### src/rtl/key_press_pulser.sv
// Player-key front end: two independent channels turn raw active-low keys into
// debounced single-cycle move pulses, with optional hold-to-repeat.

module key_press_channel #(
    parameter int DEBOUNCE_CYCLES = 4,
    parameter int REPEAT_CYCLES   = 0
) (
    input  logic i_clk,
    input  logic i_rst_n,
    input  logic i_key,
    output logic o_pulse
);

    localparam int CW = $clog2(DEBOUNCE_CYCLES) + 1;
    localparam int RW = $clog2(REPEAT_CYCLES) + 1;
    localparam logic [CW-1:0] CNT_LAST  = CW'(DEBOUNCE_CYCLES - 1);
    localparam logic [RW-1:0] RPT_LAST  = RW'((REPEAT_CYCLES > 0) ? (REPEAT_CYCLES - 1) : 0);
    localparam logic          REPEAT_EN = (REPEAT_CYCLES > 0) ? 1'b1 : 1'b0;

    typedef enum logic [1:0] {
        ST_IDLE         = 2'd0,
        ST_PRESS_WAIT   = 2'd1,
        ST_HELD         = 2'd2,
        ST_RELEASE_WAIT = 2'd3
    } state_t;

    logic          r_sync1;
    logic          r_sync2;
    logic          w_pressed;
    state_t        r_state;
    state_t        w_state_nxt;
    logic [CW-1:0] r_cnt;
    logic [CW-1:0] w_cnt_nxt;
    logic [RW-1:0] r_rpt;
    logic [RW-1:0] w_rpt_nxt;
    logic          r_pulse;
    logic          w_pulse_nxt;

    // Two-flop synchroniser; resets to the released level so a key held
    // through reset is seen as a fresh press.
    always_ff @(posedge i_clk or negedge i_rst_n) begin
        if (!i_rst_n) begin
            r_sync1 <= 1'b1;
            r_sync2 <= 1'b1;
        end else begin
            r_sync1 <= i_key;
            r_sync2 <= r_sync1;
        end
    end

    assign w_pressed = ~r_sync2;

    // State, counters and the registered pulse.
    always_ff @(posedge i_clk or negedge i_rst_n) begin
        if (!i_rst_n) begin
            r_state <= ST_IDLE;
            r_cnt   <= '0;
            r_rpt   <= '0;
            r_pulse <= 1'b0;
        end else begin
            r_state <= w_state_nxt;
            r_cnt   <= w_cnt_nxt;
            r_rpt   <= w_rpt_nxt;
            r_pulse <= w_pulse_nxt;
        end
    end

    // Next-state logic; counters restart on every state change so they never wrap.
    always_comb begin
        w_state_nxt = r_state;
        w_cnt_nxt   = r_cnt;
        w_rpt_nxt   = r_rpt;
        w_pulse_nxt = 1'b0;
        case (r_state)
            ST_IDLE: begin
                if (w_pressed) begin
                    w_state_nxt = ST_PRESS_WAIT;
                    w_cnt_nxt   = '0;
                end else begin
                    w_state_nxt = ST_IDLE;
                end
            end
            ST_PRESS_WAIT: begin
                if (!w_pressed) begin
                    w_state_nxt = ST_IDLE;
                    w_cnt_nxt   = '0;
                end else if (r_cnt == CNT_LAST) begin
                    w_state_nxt = ST_HELD;
                    w_cnt_nxt   = '0;
                    w_rpt_nxt   = '0;
                    w_pulse_nxt = 1'b1;
                end else begin
                    w_cnt_nxt = r_cnt + CW'(1);
                end
            end
            ST_HELD: begin
                if (!w_pressed) begin
                    w_state_nxt = ST_RELEASE_WAIT;
                    w_cnt_nxt   = '0;
                    w_rpt_nxt   = '0;
                end else if (REPEAT_EN && (r_rpt == RPT_LAST)) begin
                    w_rpt_nxt   = '0;
                    w_pulse_nxt = 1'b1;
                end else if (REPEAT_EN) begin
                    w_rpt_nxt = r_rpt + RW'(1);
                end else begin
                    w_rpt_nxt = r_rpt;
                end
            end
            ST_RELEASE_WAIT: begin
                // A press seen here is release bounce: back to HELD without a pulse.
                if (w_pressed) begin
                    w_state_nxt = ST_HELD;
                    w_cnt_nxt   = '0;
                    w_rpt_nxt   = '0;
                end else if (r_cnt == CNT_LAST) begin
                    w_state_nxt = ST_IDLE;
                    w_cnt_nxt   = '0;
                end else begin
                    w_cnt_nxt = r_cnt + CW'(1);
                end
            end
            default: begin
                w_state_nxt = ST_IDLE;
                w_cnt_nxt   = '0;
                w_rpt_nxt   = '0;
            end
        endcase
    end

    assign o_pulse = r_pulse;

endmodule

module key_press_pulser #(
    parameter int DEBOUNCE_CYCLES = 4,
    parameter int REPEAT_CYCLES   = 0
) (
    input  logic i_clk,
    input  logic i_rst_n,
    input  logic i_key_l,
    input  logic i_key_r,
    output logic o_l,
    output logic o_r
);

    key_press_channel #(
        .DEBOUNCE_CYCLES(DEBOUNCE_CYCLES),
        .REPEAT_CYCLES  (REPEAT_CYCLES)
    ) u_left (
        .i_clk  (i_clk),
        .i_rst_n(i_rst_n),
        .i_key  (i_key_l),
        .o_pulse(o_l)
    );

    key_press_channel #(
        .DEBOUNCE_CYCLES(DEBOUNCE_CYCLES),
        .REPEAT_CYCLES  (REPEAT_CYCLES)
    ) u_right (
        .i_clk  (i_clk),
        .i_rst_n(i_rst_n),
        .i_key  (i_key_r),
        .o_pulse(o_r)
    );

endmodule
### config.mk
export PLATFORM = sky130hd
export DESIGN_NAME = key_press_pulser
export DESIGN_NICKNAME = d
export VERILOG_FILES = /design/src/rtl/key_press_pulser.sv
export SDC_FILE = /design/constraint.sdc
export NUM_CORES = 1
export LEC_CHECK = 0
export CAP_MARGIN = 10
export CORE_ASPECT_RATIO = 1.1
export CORE_MARGIN = 2
export CORE_UTILIZATION = 25
export CTS_CLUSTER_DIAMETER = 80
export DETAILED_ROUTE_END_ITERATION = 10
export GPL_TIMING_DRIVEN = 0
export MAX_ROUTING_LAYER = met4
export SLEW_MARGIN = 15
export SYNTH_ARGS = -nofsm -noshare
export SYNTH_HDL_FRONTEND = slang
export SYNTH_SLANG_ARGS = --single-unit
export TNS_END_PERCENT = 30
### constraint.sdc
create_clock -name i_clk -period 2.2 [get_ports i_clk]
set_input_delay 0.55 -clock i_clk [delete_from_list [all_inputs] [get_ports i_clk]]
set_output_delay 0.55 -clock i_clk [all_outputs]
set_load 0.005 [all_outputs]
==> results <==
- The flow ran to the end, and the final reports show no timing, DRC or antenna violations.
- The number of design-rule violations left by the first detailed-router iteration is 1.
- Of the synthesized area, sequential elements account for 62.9%.
- By area the synthesized netlist is led by sky130_fd_sc_hd__dfrtp_1 47%, sky130_fd_sc_hd__dfstp_2 16%, sky130_fd_sc_hd__nand3b_1 5.8%.
- Setup slack on the worst reg-to-reg path comes out at 1.04 ns.
- The worst hold path was traced through 0 stages.
- The relative area change from synthesis to final layout is 19.4%.
- The number of buffers inserted during clock tree synthesis is 3.
- The nature of the critical path startpoint is a register.
- The clock transition at the register clock pins on the worst setup and hold paths after CTS is about 0.090 ns.
- The worst-margin pin slew is roughly 0.67 ns.
- The distinct cell type count after synthesis is 19.
- Cell internal power was estimated by the tool at 580 uW.
- The static leakage is 0.320 nW.
- Once detail routing completed, the nets flagged for antenna violations numbered 0.
- The net switching fraction of the power is 31.1%.
- The final number of setup-violating endpoints is 0.
- The cell area that synthesis handed to floorplanning was 644 um2.
- Setup repair after global routing left no endpoint under its margin.
- The power density over cell area is about 1100 mW/mm2.
- TritonCTS built the clock tree.
- Registers are responsible for 51.0% of the overall power.
- The post-synthesis cell type with the largest combined area is sky130_fd_sc_hd__dfrtp_1.
- The height of the die is 57.2 um.
- The maximum vdd ir drop is approximately 510 uV.
- The final layout contains routed wiring with a total length of just under 900 um.
- The combined global-route utilization of all metal layers is 7.53%.
- Based on the critical path, the design can be clocked at up to around 0.60 GHz.
- The hold violation total from the final report came to 0.
- In this run the tightest slew margin relative to its limit is 55.4%.
- The detailed placement HPWL is 674 um.
- The combinational share of power is 26.0%.
- The worst hold path begins at u_right.r_sync1.
- Walking the worst path, the cells encountered are clkdlybuf4s50_1.
- The starting density of the core is 26.1%.
- The sum of internal, switching and leakage power is roughly 840 uW.
- The via-per-instance ratio is 4.23.
- Summed over all nets, the switching power comes to around 260 uW.
- The synthesized netlist cell count is slightly above 50.
- The utilization of the core after routing is 31.1%.
- The detailed-routing iteration count for the pre-antenna-repair pass is 4.
- Data on the critical path arrives at its endpoint at 1.12 ns.
- The routability congestion estimate is 0.649.
- In this run the tool buffered the top-level ports with 5 buffer cells.
- The number of buffers inserted for hold repair after clock tree synthesis is 0.
- Dividing the detail-routed wire length by the instance count gives 9.80 um.
- In this run the count of I/O pins placed on the die edge is 6.
- The post-route minimum period is approximately 1.7 ns.
- The worst endpoint required time is approximately 1.7 ns.
- The type of the tightest min-delay check is register to register.
- The number of gates resized after CTS was 0.
- The share of synthesized area in the top cell type comes to between 40% and 50%.
- The post-CTS setup buffer count is 0.
- For the worst-skew pair, the clock arrives at the later sink with an insertion delay of a little under 0.3 ns.
- For this run the aggregate overflow at the end of global routing stands at 0.
- For the final database, setup skew stands at ~0.0042 ns.
- The H-tree depth is 1.
- When the netlist entered floorplanning its net count stood at 57.
- The post-synthesis area per instance is roughly 13 um2.
- The clock passes through at most 2 buffers.
- The maximum number of pins on one net before global-route repair is 17.
- The post-detailed-route DRC marker count is 0.
- The area of the die is roughly 0.0030 mm2.
- The combined buffer and inverter count along the critical path is 1.
- The warning count from the yosys run is 0.
- 0 antenna diodes ended up in the layout.
- Among all stages on the critical path, the largest delay is contributed by sky130_fd_sc_hd__clkdlybuf4s50_1.
- In this run the critical register-to-register path is launched from u_left.r_sync2.
- For this run, the slowest stage of the critical path takes approximately 0.49 ns.
- After floorplanning, the core was sized to cover roughly 0.0025 mm2.
- For hold timing, the worst endpoint is u_right.r_sync2.
- The via count of the first global-routing pass came to 402.
- The first global-routing pass estimated roughly 1600 um of wire.
- The cell family contributing the most delay on the critical path is buffers and inverters.
- The total count of max-transition violations in the final report is 0.
- In the finished design, the share of the clock period the worst path needs comes to between 70% and 80%.
- The critical path in this run is classified as register to output port.
- In the final timing run, aggregate negative setup slack is 0 ns.
- The worst-path maximum fanout is 1.
- The number of antenna violations at the first check in global routing is 0.
- The net count of the finished layout is 67.
- The horizontal die dimension is 52.4 um.
- In this run the number of cells on the critical path is 1.
- Across all layers, the routed design uses 385 vias.
- The kind of capture point of the worst setup path is an output port.
- In this run, synthesis produced a sequential element count of 16.
- The clock network burns 23.0% of the power.
- The fraction of final layout cells with drive strength greater than 1 is between 20% and 30%.
- For the worst flop-to-flop path, the logic depth is 3.
- Row generation in the floorplan step produced 19 rows.
- The root buffer cell is sky130_fd_sc_hd__clkbuf_4.
- In this run the critical register-to-register path is captured at u_left.r_cnt[1].
- The max-capacitance violation count is 0.
- The number of sinks handled by clock tree synthesis is 16.
[cells by family (layout without fill, tap and decap cells)]
| family | count (synthesis) | count (layout) | synth area share [%] |
|---|---|---|---|
| AND/OR/NAND/NOR | 18 | 18 | 16.7 |
| buffers and inverters | 3 | 12 | 1.75 |
| adder cells (fa/ha/maj) | 2 | 2 | 3.88 |
| XOR/XNOR | 3 | 3 | 4.08 |
| multiplexers | 1 | 1 | 2.14 |
| flip-flops | 16 | 16 | 62.9 |
| AO/OA/AOI/OAI | 8 | 8 | 8.54 |
[cells in the final DEF, fill, tap and decap left out]
cell,n
sky130_fd_sc_hd__dfrtp_1,12
sky130_fd_sc_hd__nand3b_1,5
sky130_fd_sc_hd__o21ai_0,5
sky130_fd_sc_hd__clkdlybuf4s50_1,5
sky130_fd_sc_hd__nand2_1,4
sky130_fd_sc_hd__dfstp_2,4
sky130_fd_sc_hd__inv_1,3
sky130_fd_sc_hd__clkbuf_4,3
sky130_fd_sc_hd__nor3_1,2
sky130_fd_sc_hd__xnor2_1,2
sky130_fd_sc_hd__nand2b_1,2
sky130_fd_sc_hd__nand3_1,2
sky130_fd_sc_hd__ha_1,2
sky130_fd_sc_hd__xor2_1,1
sky130_fd_sc_hd__o22ai_1,1
sky130_fd_sc_hd__and2_2,1
sky130_fd_sc_hd__or2_4,1
sky130_fd_sc_hd__o22ai_2,1
sky130_fd_sc_hd__mux2i_2,1
sky130_fd_sc_hd__a21boi_2,1
sky130_fd_sc_hd__and2_1,1
sky130_fd_sc_hd__clkbuf_8,1
[Yosys cell counts]
library cell	instances
sky130_fd_sc_hd__dfrtp_1	12
sky130_fd_sc_hd__nand3b_1	5
sky130_fd_sc_hd__o21ai_0	5
sky130_fd_sc_hd__dfstp_2	4
sky130_fd_sc_hd__nand2_1	4
sky130_fd_sc_hd__inv_1	3
sky130_fd_sc_hd__ha_1	2
sky130_fd_sc_hd__nand2b_1	2
sky130_fd_sc_hd__nand3_1	2
sky130_fd_sc_hd__nor3_1	2
sky130_fd_sc_hd__xnor2_1	2
sky130_fd_sc_hd__a21boi_2	1
sky130_fd_sc_hd__and2_1	1
sky130_fd_sc_hd__and2_2	1
sky130_fd_sc_hd__mux2i_2	1
sky130_fd_sc_hd__o22ai_1	1
sky130_fd_sc_hd__o22ai_2	1
sky130_fd_sc_hd__or2_4	1
sky130_fd_sc_hd__xor2_1	1
[power by group through the flow]
stage / clock [mW] / combinational (mW) / sequential [mW]
final: 0.193 / 0.219 / 0.429
after global routing: 0.215 / 0.250 / 0.441
after CTS: 0.200 / 0.222 / 0.430
after global placement: 0 / 0.210 / 0.430
after floorplan: 0 / 0.180 / 0.421
after detailed placement: 0 / 0.224 / 0.437
[worst register-to-register path: cells and delay by family, from the launching register on]
kind / cells / cell delay (ns)
compound gates: 1 / 0.15
flops: 1 / 0.57
xor+xnor: 1 / 0.29
simple gates: 1 / 0.09
[area by class of cell]
cell class,count,area (um2)
well taps,31,38.8
inverters,3,11.3
fillers,262,1700
repair buffers,5,50.0
flip-flops and latches,16,405
multi-input cells,32,228
clock buffers,4,36.3
[stage by stage]
step / area [um2] / hold WS (ns) / instances / worst slack, ns
2_1_floorplan: 644 / 0.254 / 51 / 1.12
3_3_place_gp: 733 / 0.348 / 87 / 0.746
3_5_place_dp: 733 / 0.347 / 87 / 0.723
4_1_cts: 769 / 0.363 / 91 / 0.513
5_1_grt: 769 / 0.366 / 91 / 0.479
6_report: 769 / 0.361 / 91 / 0.532
[layer usage]
layer | vias to the layer above | track usage, % | wire, um
li1 | 190 | - | -
met1 | 184 | 8.29 | 414
met2 | 7 | 11.1 | 418
met3 | 4 | 2.36 | 30
met4 | 0 | 5.86 | 28
met5 | - | - | 0
[worst max-delay path by stage]
stage,start,endpoint
2_1_floorplan,u_right.r_sync2,u_right.r_cnt[0]
3_3_place_gp,i_rst_n,u_right.r_cnt[0]
3_5_place_dp,i_rst_n,u_right.r_cnt[2]
4_1_cts,u_right.o_pulse,o_r
5_1_grt,u_right.o_pulse,o_r
6_report,u_right.o_pulse,o_r
Note: power is estimated with default switching activity, not from simulation.
